==> config.mk <==
export PLATFORM = sky130hd
export DESIGN_NAME = lr_stack_flat
export DESIGN_NICKNAME = d
export VERILOG_FILES = /design/src/rtl/lr_stack_if.sv /design/src/rtl/lr_stack.sv /design/src/flat_wrapper.sv
export SDC_FILE = /design/constraint.sdc
export NUM_CORES = 1
export LEC_CHECK = 0
export ABC_AREA = 1
export CAP_MARGIN = 10
export CORE_AREA = 5 5 119 121
export DETAILED_ROUTE_END_ITERATION = 16
export DIE_AREA = 0 0 124 126
export PLACE_DENSITY = 0.81
export SETUP_SLACK_MARGIN = 0.05
export SYNTH_ARGS = -nofsm -noshare
export SYNTH_HDL_FRONTEND = slang
export SYNTH_SLANG_ARGS = --single-unit
==> constraint.sdc <==
create_clock -name clk -period 2.9 [get_ports clk]
set_input_delay 0.29 -clock clk [delete_from_list [all_inputs] [get_ports clk]]
set_output_delay 0.29 -clock clk [all_outputs]
set_load 0.01 [all_outputs]
==> src/rtl/lr_stack_if.sv <==
// rtl/lr_stack_if.sv - call/return control and link-register restore signals of the return-address stack
interface lr_stack_if #(
    parameter int AW = 3
);
    logic          push;
    logic          pop;
    logic [15:0]   lr_in;
    logic          clr_flags;
    logic [15:0]   lr_out;
    logic          lr_wr_en;
    logic [AW:0]   depth_count;
    logic          empty;
    logic          full;
    logic          overflow;
    logic          underflow;

    modport master (
        output push, pop, lr_in, clr_flags,
        input  lr_out, lr_wr_en, depth_count, empty, full, overflow, underflow
    );

    modport slave (
        input  push, pop, lr_in, clr_flags,
        output lr_out, lr_wr_en, depth_count, empty, full, overflow, underflow
    );
endinterface

==> src/rtl/lr_stack.sv <==
// rtl/lr_stack.sv - circular return-address stack with registered link-register restore and sticky flags
module lr_stack #(
    parameter int DEPTH = 8,
    parameter int AW    = 3
) (
    input  logic        clk,
    input  logic        rst,
    lr_stack_if.slave   bus
);
    localparam logic [AW:0]   FULL_COUNT = (AW+1)'(DEPTH);
    localparam logic [AW:0]   COUNT_ONE  = {{AW{1'b0}}, 1'b1};
    localparam logic [AW-1:0] SP_ONE     = {{(AW-1){1'b0}}, 1'b1};

    logic [15:0]   mem [DEPTH];
    logic [AW-1:0] sp;
    logic [AW-1:0] top;
    logic [AW:0]   count;
    logic [15:0]   lr_out_q;
    logic          lr_wr_en_q;
    logic          overflow_q;
    logic          underflow_q;
    logic          is_empty;
    logic          is_full;
    logic          push_only;
    logic          pop_only;
    logic          swap;
    logic          set_overflow;
    logic          set_underflow;

    assign top           = sp - SP_ONE;
    assign is_empty      = (count == '0);
    assign is_full       = (count == FULL_COUNT);
    assign push_only     = bus.push & ~bus.pop;
    assign pop_only      = bus.pop & ~bus.push;
    assign swap          = bus.push & bus.pop;
    assign set_overflow  = push_only & is_full;
    assign set_underflow = pop_only & is_empty;

    // A push while full lands on the oldest slot because sp has wrapped onto it.
    always_ff @(posedge clk) begin
        if (push_only)
            mem[sp] <= bus.lr_in;
        else if (swap && !is_empty)
            mem[top] <= bus.lr_in;
    end

    always_ff @(posedge clk or negedge rst) begin
        if (!rst) begin
            sp          <= '0;
            count       <= '0;
            lr_out_q    <= '0;
            lr_wr_en_q  <= 1'b0;
            overflow_q  <= 1'b0;
            underflow_q <= 1'b0;
        end else begin
            lr_wr_en_q <= 1'b0;
            if (push_only) begin
                sp <= sp + SP_ONE;
                if (!is_full)
                    count <= count + COUNT_ONE;
            end else if (pop_only && !is_empty) begin
                lr_out_q   <= mem[top];
                lr_wr_en_q <= 1'b1;
                sp         <= top;
                count      <= count - COUNT_ONE;
            end else if (swap) begin
                // Tail call on an empty stack forwards the new link value straight through.
                lr_out_q   <= is_empty ? bus.lr_in : mem[top];
                lr_wr_en_q <= 1'b1;
            end
            overflow_q  <= (overflow_q  & ~bus.clr_flags) | set_overflow;
            underflow_q <= (underflow_q & ~bus.clr_flags) | set_underflow;
        end
    end

    assign bus.lr_out      = lr_out_q;
    assign bus.lr_wr_en    = lr_wr_en_q;
    assign bus.depth_count = count;
    assign bus.empty       = is_empty;
    assign bus.full        = is_full;
    assign bus.overflow    = overflow_q;
    assign bus.underflow   = underflow_q;
endmodule
==> src/flat_wrapper.sv <==
// flat-port wrapper written by rule: the top's interface ports become plain ports
module lr_stack_flat 
#(
    parameter int DEPTH = 8,
    parameter int AW    = 3
)
  (clk, rst, bus_push, bus_pop, bus_lr_in, bus_clr_flags, bus_lr_out, bus_lr_wr_en, bus_depth_count, bus_empty, bus_full, bus_overflow, bus_underflow);
  lr_stack_if #(.AW(AW)) bus_i ();
  input  logic clk;
  input  logic rst;
  input wire logic [$bits(bus_i.push)-1:0] bus_push;
  input wire logic [$bits(bus_i.pop)-1:0] bus_pop;
  input wire logic [$bits(bus_i.lr_in)-1:0] bus_lr_in;
  input wire logic [$bits(bus_i.clr_flags)-1:0] bus_clr_flags;
  output wire logic [$bits(bus_i.lr_out)-1:0] bus_lr_out;
  output wire logic [$bits(bus_i.lr_wr_en)-1:0] bus_lr_wr_en;
  output wire logic [$bits(bus_i.depth_count)-1:0] bus_depth_count;
  output wire logic [$bits(bus_i.empty)-1:0] bus_empty;
  output wire logic [$bits(bus_i.full)-1:0] bus_full;
  output wire logic [$bits(bus_i.overflow)-1:0] bus_overflow;
  output wire logic [$bits(bus_i.underflow)-1:0] bus_underflow;
  assign bus_i.push = bus_push;
  assign bus_i.pop = bus_pop;
  assign bus_i.lr_in = bus_lr_in;
  assign bus_i.clr_flags = bus_clr_flags;
  assign bus_lr_out = bus_i.lr_out;
  assign bus_lr_wr_en = bus_i.lr_wr_en;
  assign bus_depth_count = bus_i.depth_count;
  assign bus_empty = bus_i.empty;
  assign bus_full = bus_i.full;
  assign bus_overflow = bus_i.overflow;
  assign bus_underflow = bus_i.underflow;
  lr_stack #(.DEPTH(DEPTH), .AW(AW)) u_core (.clk(clk), .rst(rst), .bus(bus_i));
endmodule
==> run_results.csv <==
group,metric,value,unit
critical_path,critical-path-slowest-cell,"dfrtp_1",
global_route,grt_start_max_net_pins,68,
timing,finalCritPeriodShare,80.4,%
critical_path,crit_cells,10,
place,dp.cells,806,
pwr,power_density,1100,mW/mm^2
critical_path,critPathLaunchType,"register",
detailed_routing,wl,14500,um
yosys,synth_largest_area_cell,"edfxtp_1",
outcome,outcome,"completed",
yosys,synthDistinctLibCells,23,
clock_tree,cts_buffer_depth,2,
min_path,min_path_type,"primary input to asynchronous set/reset pin",
floorplan,coreArea,0.0130,mm^2
critical_path,end_kind,"register",
yosys,postSynthCellCount,601,
finish,final_cells,838,
timing,fin_crit,2.33,ns
yosys,ys_seq_area_share,68.7,%
finish,area_growth,18.4,%
global_route,grt_use_total,19.5,%
timing,setup_tns,0,ns
finish,layout.nets,675,
critical_path,critPathKind,"register to register",
floorplan,io_pins,46,
global_route,globalRouteOverflowTotal,0,
detailed_routing,wl_per_cell,17.3,um
floorplan,fp-row-count,42,
yosys,synth.area.top_cells,"edfxtp_1 59%, nand2_1 11%, nand3_1 10%",
clock_tree,cts_root_buf,"clkbuf_16",
critical_path,crit_chain,"inv_1 > ha_1 > inv_1 > nand2_1 > nand2_2 > inv_2 > o21ai_1 > nand2_1 > nor2_1 > buf_4",
finish,insertedDiodeCount,0,
yosys,syn_area_per_cell,10.9,um^2
timing,finalSetupViolCount,0,
yosys,synth_top_area_share,58.8,%
critical_path,worstPathArrival,2.44,ns
timing,fmax,429,MHz
timing,max-slew-margin-rel,54.7,%
finish,fillers,1011,
clock_tree,clk_pin_slew_worst_paths,0.06,ns
timing,drv_slew,0,
yosys,synth_nets,627,
global_route,grt_pass1_vias,4404,
clock_tree,clock_latency,0.42,ns
critical_path,cp.buffers_inverters,4,
timing,skew,0.00623,ns
detailed_routing,vias,4660,
floorplan,die_w,124,um
floorplan,die_area,0.0156,mm^2
critical_path,path_delay_family,"buffers and inverters",
floorplan,die_h,126,um
detailed_routing,drtIter0Drc,472,
clock_tree,cts_hold_buf,0,
detailed_routing,first_pass_iters,5,
detailed_routing,vias_per_cell,5.56,
clock_tree,post-cts-setup-buffer-count,0,
job,cap_violations,0,
floorplan,initial_utilization,50.4,%
timing,rsz0062_at_grt,"false",
place,port_buffers,45,
clock_tree,cts_tree,"done",
place,place.gp.congestion,0.855,
critical_path,r2r_cells,10,
critical_path,r2r_end,"u_core.mem[3][10]",
critical_path,reg2reg_from,"u_core.sp[1]",
clock_tree,cts_resized,0,
pwr,power.leakage,0.00304,uW
critical_path,cp_max_fo,18,
clock_tree,cts_inserted_buffers,17,
critical_path,rrSetupSlack,0.57,ns
yosys,ys_ff_latch,154,
detailed_routing,drc_errors,0,
critical_path,critical_path.startpoint,"u_core.sp[1]",
place,hpwl,9450,um
pwr,totalPowerFinal,8550,uW
critical_path,endpoint,"u_core.mem[3][10]",
global_route,antenna_found_initial,0,
yosys,yosysWarnings,0,
global_route,grt_pass1_wl,23000,um
critical_path,cp_data_required_time,3.01,ns
clock_tree,htreeDepth,4,
clock_tree,numClockSinks,154,
pwr,vdd_drop_max,0.510,mV
critical_path,max_stage_delay,0.39,ns
detailed_routing,postRouteAntennaNets,0,
timing,finalHoldViolations,0,
yosys,netlist_area,0.00654,mm^2
finish,drive_gt1_share,8.16,%
timing,worst_pin_slew,0.680,ns
## logic make-up after synthesis
kind of cell	share of synthesized area [%]
buffers and inverters	4.04
AND/OR/NAND/NOR	23.6
XOR/XNOR	0.669
adder cells (fa/ha/maj)	1.07
flip-flops	68.7
AO/OA/AOI/OAI	1.89
## sequential cells by signal, indices dropped and copies added, names as in the netlist
name / cells
u_core.bus.underflow: 1
u_core.mem: 128
u_core.bus.depth_count: 4
u_core.bus.lr_wr_en: 1
u_core.bus.overflow: 1
u_core.sp: 3
u_core.bus.lr_out: 16
## worst min-delay path by stage
stage,to,startpoint,cells past startpoint
after floorplan,u_core.bus.depth_count[0],rst,0
after global placement,u_core.bus.lr_out[11],u_core.bus.lr_out[11],2
after detailed placement,u_core.bus.lr_out[6],u_core.bus.lr_out[6],2
after CTS,u_core.bus.lr_wr_en,rst,2
after global routing,u_core.bus.lr_out[15],rst,2
final,u_core.bus.lr_out[15],rst,2
## report_power, final
group	internal (uW)	leakage, uW	switching [uW]
Combinational	1160	0.00128	2170
Clock	1360	0.000285	874
Sequential	2810	0.00148	179
Total	5320	0.00304	3230
## cell type report
cell class / instances / area [um^2] / share of cell area (%)
timing repair buffer: 63 / 586 / 7.56
clock buffer: 18 / 429 / 5.54
inverter: 16 / 60.1 / 0.776
sequential: 154 / 4500 / 58.1
tap: 176 / 220 / 2.84
multi-input combinational: 397 / 1780 / 23.0
clock inverter: 14 / 170 / 2.20
## cell usage in the layout (no fill, tap or decap)
| master | n |
|---|---|
| xor2_1 | 4 |
| clkbuf_1 | 1 |
| nor2_2 | 1 |
| clkbuf_16 | 17 |
| clkinv_4 | 2 |
| nand2_1 | 197 |
| nand2_2 | 1 |
| o21ai_1 | 2 |
| edfxtp_1 | 128 |
| ha_1 | 4 |
| buf_4 | 18 |
| o211ai_1 | 1 |
| o21ai_0 | 2 |
| nand3_1 | 136 |
| clkinvlp_4 | 3 |
| inv_6 | 3 |
| a21oi_1 | 18 |
| o22ai_1 | 1 |
| inv_1 | 14 |
| nor2_1 | 27 |
| clkinv_1 | 1 |
| dfrtp_1 | 25 |
| inv_2 | 2 |
| clkdlybuf4s50_1 | 45 |
| fa_1 | 1 |
| bufinv_16 | 3 |
| dfrtp_2 | 1 |
| xnor2_1 | 1 |
| clkinv_2 | 2 |
| nand2_4 | 1 |
## synthesized netlist by cell type
library cell	count
nand2_1	197
nand3_1	136
edfxtp_1	128
nor2_1	27
dfrtp_1	26
a21oi_1	18
inv_1	14
buf_2	13
buf_4	10
clkbuf_1	8
ha_1	4
xor2_1	4
buf_6	3
inv_2	2
o21ai_0	2
o21ai_1	2
fa_1	1
nand2_2	1
nand2_4	1
nor2_2	1
o211ai_1	1
o22ai_1	1
xnor2_1	1
## worst reg2reg max path, cell delays in order, from the launching register on
cell and delay [ns]:
dfrtp_1 0.39, inv_1 0.07, ha_1 0.19, inv_1 0.05, nand2_1 0.06, nand2_2 0.27, inv_2 0.24, o21ai_1 0.26
nand2_1 0.12, nor2_1 0.10, buf_4 0.26
## per-layer routing
| layer | vias up | part of all wire, % | track usage [%] |
|---|---|---|---|
| met1 | 2223 | 43 | 28.0 |
| met5 | - | 0 | 0 |
| met2 | 246 | 46 | 28.9 |
| met4 | 0 | 2.0 | 6.89 |
| li1 | 2165 | - | - |
| met3 | 26 | 8.7 | 5.16 |
## through the flow
stage,hold slack (ns),setup WS [ns],cell area [um^2],util [%]
3_3_place_gp,0.492,0.693,7140,55.0
6_report,0.243,0.568,7740,59.7
4_1_cts,0.241,0.621,7740,59.7
3_5_place_dp,0.498,0.649,7140,55.0
5_1_grt,0.260,0.366,7740,59.7
2_1_floorplan,-0.00559,0.254,6540,-
No activity file was read; power rests on OpenSTA's default activity.
